`src/rtl/video_timing_gen.sv`:
```
// Raster timing generator: undelayed pixel coordinates, pipelined sync/de,
// and a frame-divided game update tick at the start of vertical blanking.
module video_timing_gen #(
  parameter int H_ACTIVE   = 640,
  parameter int H_FP       = 16,
  parameter int H_SYNC     = 96,
  parameter int H_BP       = 48,
  parameter int V_ACTIVE   = 480,
  parameter int V_FP       = 10,
  parameter int V_SYNC     = 2,
  parameter int V_BP       = 33,
  parameter bit HSYNC_POL  = 1'b0,
  parameter bit VSYNC_POL  = 1'b0,
  parameter int PIPE_DELAY = 2,
  parameter int TICK_DIV   = 1,
  parameter int COORD_W    = 10
) (
  input  logic               vga_clk,
  input  logic               reset,
  input  logic               pause_tick,
  output logic [COORD_W-1:0] x_out,
  output logic [COORD_W-1:0] y_out,
  output logic               active_raw,
  output logic               vga_hsync,
  output logic               vga_vsync,
  output logic               vga_de,
  output logic               line_start,
  output logic               frame_start,
  output logic               update_tick
);

  localparam int H_TOTAL = H_ACTIVE + H_FP + H_SYNC + H_BP;
  localparam int V_TOTAL = V_ACTIVE + V_FP + V_SYNC + V_BP;
  localparam longint CNT_RANGE = longint'(1) << COORD_W;

  if (H_ACTIVE < 1 || H_FP < 1 || H_SYNC < 1 || H_BP < 1 ||
      V_ACTIVE < 1 || V_FP < 1 || V_SYNC < 1 || V_BP < 1 ||
      TICK_DIV < 1 || TICK_DIV > 255 ||
      PIPE_DELAY < 0 || PIPE_DELAY > 15 ||
      COORD_W < 1 || COORD_W > 30 ||
      longint'(H_TOTAL) > CNT_RANGE ||
      longint'(V_TOTAL) > CNT_RANGE) begin : g_param_check
    $fatal(1, "video_timing_gen: illegal parameter set");
  end

  localparam logic [COORD_W-1:0] H_LAST = COORD_W'(H_TOTAL - 1);
  localparam logic [COORD_W-1:0] V_LAST = COORD_W'(V_TOTAL - 1);
  localparam logic [COORD_W-1:0] H_ACT  = COORD_W'(H_ACTIVE);
  localparam logic [COORD_W-1:0] V_ACT  = COORD_W'(V_ACTIVE);
  localparam logic [COORD_W-1:0] HS_BEG = COORD_W'(H_ACTIVE + H_FP);
  localparam logic [COORD_W-1:0] HS_END = COORD_W'(H_ACTIVE + H_FP + H_SYNC);
  localparam logic [COORD_W-1:0] VS_BEG = COORD_W'(V_ACTIVE + V_FP);
  localparam logic [COORD_W-1:0] VS_END = COORD_W'(V_ACTIVE + V_FP + V_SYNC);
  localparam logic [7:0]         DIV_LAST = 8'(TICK_DIV - 1);

  // Bundle layout: {de, hsync, vsync}
  localparam logic [2:0] RAW_RST = {1'b0, ~HSYNC_POL, ~VSYNC_POL};

  logic [COORD_W-1:0] h_cnt_q, h_cnt_d;
  logic [COORD_W-1:0] v_cnt_q, v_cnt_d;
  logic [COORD_W-1:0] x_q, x_d;
  logic [COORD_W-1:0] y_q, y_d;
  logic [7:0]         div_q, div_d;
  logic [2:0]         raw_q, raw_d;
  logic               ls_q, ls_d;
  logic               fs_q, fs_d;
  logic               tick_q, tick_d;
  logic               h_wrap;
  logic               hs_on;
  logic               vs_on;
  logic               tick_pt;
  logic [2:0]         dly;

  always_comb begin
    h_wrap  = (h_cnt_q == H_LAST);
    h_cnt_d = h_wrap ? '0 : h_cnt_q + 1'b1;
    v_cnt_d = v_cnt_q;
    if (h_wrap) begin
      v_cnt_d = (v_cnt_q == V_LAST) ? '0 : v_cnt_q + 1'b1;
    end

    hs_on = (h_cnt_q >= HS_BEG) && (h_cnt_q < HS_END);
    vs_on = (v_cnt_q >= VS_BEG) && (v_cnt_q < VS_END);
    raw_d = {(h_cnt_q < H_ACT) && (v_cnt_q < V_ACT),
             hs_on ? HSYNC_POL : ~HSYNC_POL,
             vs_on ? VSYNC_POL : ~VSYNC_POL};

    x_d  = h_cnt_q;
    y_d  = v_cnt_q;
    ls_d = (h_cnt_q == '0);
    fs_d = (h_cnt_q == '0) && (v_cnt_q == '0);

    // Divider only moves at the first blanking line, never while paused.
    tick_pt = (h_cnt_q == '0) && (v_cnt_q == V_ACT);
    div_d   = div_q;
    tick_d  = 1'b0;
    if (tick_pt && !pause_tick) begin
      if (div_q == DIV_LAST) begin
        div_d  = '0;
        tick_d = 1'b1;
      end else begin
        div_d = div_q + 1'b1;
      end
    end
  end

  always_ff @(posedge vga_clk) begin
    if (reset) begin
      h_cnt_q <= '0;
      v_cnt_q <= '0;
      x_q     <= '0;
      y_q     <= '0;
      div_q   <= '0;
      raw_q   <= RAW_RST;
      ls_q    <= 1'b0;
      fs_q    <= 1'b0;
      tick_q  <= 1'b0;
    end else begin
      h_cnt_q <= h_cnt_d;
      v_cnt_q <= v_cnt_d;
      x_q     <= x_d;
      y_q     <= y_d;
      div_q   <= div_d;
      raw_q   <= raw_d;
      ls_q    <= ls_d;
      fs_q    <= fs_d;
      tick_q  <= tick_d;
    end
  end

  if (PIPE_DELAY > 0) begin : g_pipe
    logic [2:0] pipe_q [PIPE_DELAY];
    logic [2:0] pipe_d [PIPE_DELAY];

    always_comb begin
      pipe_d[0] = raw_q;
      for (int i = 1; i < PIPE_DELAY; i++) begin
        pipe_d[i] = pipe_q[i-1];
      end
    end

    always_ff @(posedge vga_clk) begin
      if (reset) begin
        for (int i = 0; i < PIPE_DELAY; i++) begin
          pipe_q[i] <= RAW_RST;
        end
      end else begin
        pipe_q <= pipe_d;
      end
    end

    assign dly = pipe_q[PIPE_DELAY-1];
  end else begin : g_nopipe
    assign dly = raw_q;
  end

  assign x_out       = x_q;
  assign y_out       = y_q;
  assign active_raw  = raw_q[2];
  assign line_start  = ls_q;
  assign frame_start = fs_q;
  assign update_tick = tick_q;
  assign vga_de      = dly[2];
  assign vga_hsync   = dly[1];
  assign vga_vsync   = dly[0];

endmodule

```
`config.mk`:
```
export PLATFORM = sky130hd
export DESIGN_NAME = video_timing_gen
export DESIGN_NICKNAME = d
export VERILOG_FILES = /design/src/rtl/video_timing_gen.sv
export SDC_FILE = /design/constraint.sdc
export NUM_CORES = 1
export LEC_CHECK = 0
export CORE_UTILIZATION = 55
export DETAILED_ROUTE_END_ITERATION = 7
export GPL_ROUTABILITY_DRIVEN = 0
export HOLD_SLACK_MARGIN = 0.1
export PLACE_DENSITY = 0.79
export SETUP_SLACK_MARGIN = 0.1
export SKIP_CTS_REPAIR_TIMING = 1
export SYNTH_ARGS = -nofsm -noshare
export SYNTH_HDL_FRONTEND = slang
export SYNTH_SLANG_ARGS = --single-unit
```
`constraint.sdc`:
```
create_clock -name vga_clk -period 4.05 [get_ports vga_clk]
set_input_delay 0.81 -clock vga_clk [delete_from_list [all_inputs] [get_ports vga_clk]]
set_output_delay 0.81 -clock vga_clk [all_outputs]
set_load 0.1 [all_outputs]
```
[Yosys cells after proc, flatten, opt, wreduce, memory -nomap -nowiden]
Index checks and enable logic that the tools add are counted.
Storage, ports and cells
  output and inout port bits: 27
  register bits after elaboration: 60
  logic and storage cells: 41
  input port bits: 3
Cells by class
  magnitude comparators: 6
  eq/ne operators: 3
  mux-type cells: 5
  $add $sub $neg: 3
  bitwise operators: 1
  reductions and logical operators: 12
Operators by type and width (count)
  adder 10 x 1 -> 10 bit, second input constant: 2
  equality test 10 bit, second input constant: 2
  zero test 10 bit: 2
  < comparator 10 bit, second input constant: 2
  < comparator 10 x 9 -> 1 bit, second input constant: 2
  equality test 10 x 9 -> 1 bit, second input constant: 1
  greater-or-equal comparator 10 bit, second input constant: 1
  greater-or-equal comparator 10 x 9 -> 1 bit, second input constant: 1
  2-to-1 mux 10 bit: 1
  adder 8 x 1 -> 8 bit, second input constant: 1
  zero test 8 bit: 1
  2-to-1 mux 8 bit: 1
  logical AND 1 bit: 6
  OR reduction 2 bit: 2
  2-to-1 mux 1 bit: 3
  zero test 1 bit: 1
  NOT 1 bit: 1

[Logic depth before layout (Yosys ltp)]
Gate-level depths: netlist (run 1).
  word-level depth: 5
  gate-level depth with buffers: 7
  gate-level depth less buffers: 6

[Least setup slack after synthesis (run 1)]
Ideal clock, no wire load.
  path type: register to register
  start: reg h_cnt_q[0]
  end: reg div_q[7]
  period minus slack after synthesis: 2.338 ns
  required time: 3.927 ns
  cell stages (with the launch flop): 8
  arrival time: 2.215 ns
  path slack: 1.712 ns
  path buffers: 1
  library setup time: 0.123 ns
  cell sequence: dfxtp_1 > inv_1 > ha_1 > or4b_4 > or4_4 > buf_6 > nor4_4 > mux2_1
Between the ends
  longest elaborated chain between the ends: 3
RTL lines
  from (decl): RTL line 59  | logic [COORD_W-1:0] h_cnt_q, h_cnt_d;
  from (signal assigned): RTL line 119  | h_cnt_q <= h_cnt_d;
  zero test 10 bit: RTL line 94  | tick_pt = (h_cnt_q == '0) && (v_cnt_q == V_ACT);
  logical AND 1 bit: RTL line 94
  logical AND 1 bit: RTL line 97  | if (tick_pt && !pause_tick) begin
  to (signal assigned): RTL line 123  | div_q <= div_d;
  to (decl): RTL line 63  | logic [7:0] div_q, div_d;
No other way between the ends.
A chain may end at the register's enable or synchronous reset.

[Worst setup path in the final report (run 1)]
  start: reg raw_q[2]
  end: out active_raw
RTL lines
  from (decl): RTL line 64  | logic [2:0] raw_q, raw_d;
  from (signal assigned): RTL line 124  | raw_q <= raw_d;
  to (decl): RTL line 23  | output logic active_raw,
No word-level cell between the ends.

==> qor.yml, run 1 <==
run_status:
  status: "completed"
timing:
  final_max_slew_viol_count: 0
  finClkSkew_ns: 0.00446
  fin_crit_ns: 2.61
  worst_pin_slew_ns: 0.974
  rsz0062_at_grt: "no"
  fmax_mhz: 383
  finalSetupTns_ns: 0
  hold_slack_ns: 0.409
  finalSetupViolCount: 0
  hold_viol_final: 0
  max_slew_margin_pct: 34.9
  fin_crit_sh_pct: 64.5
clocking:
  h-tree-depth: 3
  cts_buffers: 9
  cts_max_path_buffers: 2
  clk-insertion-delay-late_ns: 0.33
  cts_tree: "done"
  clock-sinks: 60
  root_buffer: "clkbuf_8"
  path_clk_slew_ns: 0.06
synthesis:
  synthTopCellsByArea: "dfxtp_1 (51%), nor2b_1 (5.3%), nor2_1 (3.8%), ha_1 (3.7%), nand3_1 (2.5%)"
  synth_edf_count: 0
  yosys_warnings: 0
  ys_types: 44
  yosys.area.top_type_share_pct: 50.6
  synth_flop_cell: "dfxtp_1"
  postSynthAreaPerCell_sq_um: 9.64
  syn_area_sq_mm: 0.00237
  synth_nets: 256
  synth-seq-cells: 60
  ys_seq_area_share_pct: 50.6
  async_flop_share_pct: 0
  synth_top_area_cell: "dfxtp_1"
  syn_inst: 246
drt:
  num_vias: 1832
  wl_per_cell_um: 13.9
  drt-pass1-iter-count: 5
  drt_wl_total_um: 4630
  route.detailed.drc: 0
  postRouteAntennaNets: 0
  vias_per_cell: 5.50
  drtIter0Drc: 82
global_routing:
  use_met1_pct: 27.9
  grt-ovfl-total: 0
  grt_first_pass_wirelength_um: 7910
  grt_pass1_vias: 1719
  use_met3_pct: 9.12
  grtUsageMet2_pct: 37.7
  grt_max_degree: 30
  grt_busiest_layer: "met2"
  grt_use_total_pct: 23.7
  antenna_found_initial: 0
flow_run:
  maxCapViolCount: 0
critical_path:
  crit_type: "flip-flop to primary output"
  critPathLaunchType: "flip-flop"
  slowest_delay_ns: 1.13
  cp_top_family: "buffers and inverters"
  cp_max_fo: 2
  slowest_stage: "clkdlybuf4s50_1"
  endpoint_kind: "primary output"
  crit_chain: "clkdlybuf4s50_1"
  arrival_ns: 1.80
  required_ns: 3.24
  cp_num_buf_inv: 1
floorplanning:
  dieArea_sq_mm: 0.00458
  die_y_um: 67.7
  core.rowCount: 23
  start_util_pct: 58.5
  coreArea_sq_mm: 0.00406
  ios: 30
  die_w_um: 67.7
power_and_ir_drop:
  p_leak_nw: 1.06
  peakVddDrop_v: 0.000301
  power_mw: 1.16
  pwr_density_cell_mw_per_mm2: 404
placement:
  port_buffers: 29
  dp_hpwl_um: 3170
finish:
  antenna_cells: 0
  final_cell_mix: "dfxtp_1 (60), clkdlybuf4s50_1 (29), nor2_1 (24)"
  syn_to_final_growth_pct: 21.1
  layout-drive-gt1-share_pct: 10.6
  final_nets: 288
  finish.utilization_pct: 70.8
  fillers: 310
  layout_commonest_cell: "dfxtp_1"
min_path:
  hold_class: "flip-flop to flip-flop"
==> final timing paths <==
kind	startpoint	end	slack, ns	cells after the start
worst max-delay path	raw_q[2]$_SDFF_PP0_	active_raw	1.44	1
worst min-delay path	raw_q[1]$_SDFF_PP1_	g_pipe.pipe_d[1]$_SDFF_PP1_	0.41	1
worst max register to register	h_cnt_q[0]$_SDFF_PP0_	div_q[7]$_SDFFE_PP0P_	1.64	6
worst min register to register	raw_q[1]$_SDFF_PP1_	g_pipe.pipe_d[1]$_SDFF_PP1_	0.41	1
==> state kept, by name, summed over array words and instances (netlist names), 3 cells and up <==
| register | cells |
|---|---|
| h_cnt_q | 10 |
| v_cnt_q | 10 |
| x_out | 10 |
| y_out | 10 |
| div_q | 8 |
| dly | 3 |
| g_pipe.pipe_d | 3 |
| raw_q | 3 |
==> through the flow <==
stage                     setup WS [ns]  cell area, sq um  std cells
final                              1.44              2870        333
after global placement             1.32              2690        317
after CTS                          1.41              2870        333
after detailed placement           1.29              2690        317
after global routing               1.38              2870        333
after floorplan                    1.71              2370        246
==> cell type report <==
type	instances	area [sq um]	area share, %
inverters	10	37.5	1.31
clock inverters	1	5.00	0.174
well taps	50	62.6	2.18
clock buffers	15	176	6.14
flip-flops and latches	60	1200	41.8
repair buffers	30	298	10.4
multi-input cells	167	1090	38.0
==> metal layers <==
layer  part of all wire (%)  vias up
li1                       -      921
met1                     47      860
met2                     47       45
met3                    5.0        6
met4                    1.2        0
met5                      0        -
==> logic make-up (layout without fill, tap and decap cells) <==
group	Yosys count	count (layout)	synth area share, %
compound gates	25	25	7.38
xor+xnor	11	11	4.06
fa+ha+maj	7	7	3.69
buf+inv	19	56	3.32
flops	60	60	50.6
mux	3	3	1.37
simple gates	121	121	29.5
==> where the power goes <==
part | total (mW) | switching, mW | internal (mW)
Combinational | 0.0793 | 0.0583 | 0.0210
Clock | 0.479 | 0.207 | 0.272
Sequential | 0.603 | 0.00498 | 0.598
==> synthesized netlist by cell type (all sizes together), types with 7 or more instances <==
cell type	number
nor4	8
nand3	12
nor3	8
nand2	12
ha	7
or2	9
nor2b	20
inv	10
clkbuf	8
nor2	24
dfxtp	60
No activity file was read; power rests on OpenSTA's default activity.
==> inputs of run 2 (changes only) <==
--- a/config.mk
+++ b/config.mk
@@ -5,11 +5,11 @@
 export SDC_FILE = /design/constraint.sdc
 export NUM_CORES = 1
 export LEC_CHECK = 0
-export CORE_UTILIZATION = 55
+export CORE_UTILIZATION = 54
 export DETAILED_ROUTE_END_ITERATION = 7
 export GPL_ROUTABILITY_DRIVEN = 0
 export HOLD_SLACK_MARGIN = 0.1
-export PLACE_DENSITY = 0.79
+export PLACE_DENSITY = 0.78
 export SETUP_SLACK_MARGIN = 0.1
 export SKIP_CTS_REPAIR_TIMING = 1
 export SYNTH_ARGS = -nofsm -noshare
==> constraint.sdc (replaced) <==
create_clock -name vga_clk -period 2.5 [get_ports vga_clk]
set_input_delay 0.5 -clock vga_clk [delete_from_list [all_inputs] [get_ports vga_clk]]
set_output_delay 0.5 -clock vga_clk [all_outputs]
set_load 0.1 [all_outputs]
==> run 2 against run 1 <==
Compared with the run above: count of clock-buffer cells in the layout decreased by 3; worst hold slack got worse by 0.0021 ns; flip-flop and latch count unchanged; cell count increased by 3.0%; die area increased by 1.8%; wire length increased by 3.8%; largest power group unchanged; design area increased by 1.8%; critical path depth increased by 5; sequential share of layout area decreased by 0.75 points; via count increased by 1.2%; power increased by 78%; first-iteration DRC count increased by 49%.
==> qor.yml, run 2 (same netlist as run 1, synthesis figures left out) <==
run_status:
  status: "completed"
power_and_ir_drop:
  switching_share_pct: 22.8
  internal_power_mw: 1.59
  pwr-share-comb_pct: 6.6
  p_leak_nw: 1.18
  peakVddDrop_v: 0.000390
  pwr-share-clk_pct: 46.1
  pwr_density_cell_mw_per_mm2: 706
  power_frac_seq_pct: 47.3
  p_sw_uw: 470
floorplanning:
  die_w_um: 68.3
  ios: 30
  core.rowCount: 23
  start_util_pct: 57.6
  die_y_um: 68.3
  dieArea_sq_mm: 0.00466
  coreArea_sq_mm: 0.00412
timing:
  finalSetupTns_ns: 0
  finalSetupViolCount: 0
  fin_ws_ns: 0.204
  worst_pin_slew_ns: 0.591
  fin_crit_sh_pct: 91.8
  hold_viol_final: 0
  final_max_slew_viol_count: 0
  rsz0062_at_grt: "no"
  fmax_mhz: 436
  finClkSkew_ns: 0.00803
  hold_slack_ns: 0.407
  max_slew_margin_pct: 60.3
  fin_crit_ns: 2.30
finish:
  layout_commonest_cell: "dfxtp_1"
  final_cell_mix: "dfxtp_1 (60), buf_4 (38), nor2_1 (24)"
  stdcell_count: 343
  finish.utilization_pct: 71.1
  syn_to_final_growth_pct: 23.3
  final_nets: 298
  layout-drive-gt1-share_pct: 23.2
  antenna_cells: 0
drt:
  postRouteAntennaNets: 0
  wl_per_cell_um: 14.0
  vias_per_cell: 5.41
  route.detailed.drc: 0
  num_vias: 1854
  drt_wl_total_um: 4810
  drtIter0Drc: 122
  drt-pass1-iter-count: 4
placement:
  dp_slack_ns: 0.108
  dp_hpwl_um: 3300
  port_buffers: 29
  placed_cells: 326
clocking:
  cts_tree: "done"
  clock-sinks: 60
  h-tree-depth: 3
  root_buffer: "clkbuf_8"
  clk-insertion-delay-late_ns: 0.34
  path_clk_slew_ns: 0.06
  cts_max_path_buffers: 2
  cts_buffers: 9
global_routing:
  antenna_found_initial: 0
  grt-ovfl-total: 0
  grt_first_pass_wirelength_um: 7710
  grt_max_degree: 16
  grt_use_total_pct: 22.8
  grt_pass1_vias: 1635
critical_path:
  cp_max_fo: 9
  arrival_ns: 2.52
  endpoint_kind: "flip-flop"
  required_ns: 2.72
  critPathLaunchType: "flip-flop"
  crit_type: "flip-flop to flip-flop"
min_path:
  hold_class: "flip-flop to flip-flop"
flow_run:
  maxCapViolCount: 0
run 2: cell type report:
| cell class | count | area [sq um] |
|---|---|---|
| sequential | 60 | 1200 |
| fill | 329 | 1190 |
| multi-input combinational | 167 | 1100 |
| timing repair buffer | 40 | 305 |
| clock buffer | 12 | 145 |
| clock inverter | 4 | 72.6 |
| tap | 50 | 62.6 |
| inverter | 10 | 37.5 |
run 2: power groups by stage:
stage | logic [mW] | clock network (mW) | registers (mW)
5_1_grt | 0.145 | 1.01 | 0.977
4_1_cts | 0.133 | 0.966 | 0.976
3_5_place_dp | 0.132 | 0 | 0.997
6_report | 0.137 | 0.951 | 0.976
2_1_floorplan | 0.0493 | 0 | 1.05
3_3_place_gp | 0.131 | 0 | 0.997
run 2: through the flow:
step / total power, mW / area [sq um]
3_3_place_gp: 1.13 / 2690
5_1_grt: 2.13 / 2930
6_report: 2.06 / 2930
2_1_floorplan: 1.10 / 2370
4_1_cts: 2.07 / 2910
3_5_place_dp: 1.13 / 2690
run 2: path summary, 6_finish.rpt:
| path | startpoint | endpoint | slack [ns] | cells past startpoint |
|---|---|---|---|---|
| worst max-delay path | h_cnt_q[0]$_SDFF_PP0_ | div_q[7]$_SDFFE_PP0P_ | 0.20 | 6 |
| worst min-delay path | raw_q[1]$_SDFF_PP1_ | g_pipe.pipe_d[1]$_SDFF_PP1_ | 0.41 | 1 |
| worst min register to register | raw_q[1]$_SDFF_PP1_ | g_pipe.pipe_d[1]$_SDFF_PP1_ | 0.41 | 1 |
| worst max register to register | h_cnt_q[0]$_SDFF_PP0_ | div_q[7]$_SDFFE_PP0P_ | 0.20 | 6 |
run 2: critical path, cell delays in order, from the launching register on:
cell and delay [ns]:
dfxtp_1 0.34, inv_1 0.09, ha_1 0.13, or4b_4 0.47, or4_4 0.52, nor4_4 0.30, mux2_1 0.34
run 2: routing by layer:
| metal | global-route usage (%) | vias to the layer above | wire length, um |
|---|---|---|---|
| met5 | 0 | - | 0 |
| met4 | 7.81 | 0 | 61 |
| met3 | 7.50 | 6 | 212 |
| met2 | 34.6 | 40 | 2220 |
| met1 | 30.2 | 867 | 2310 |
| li1 | - | 941 | - |
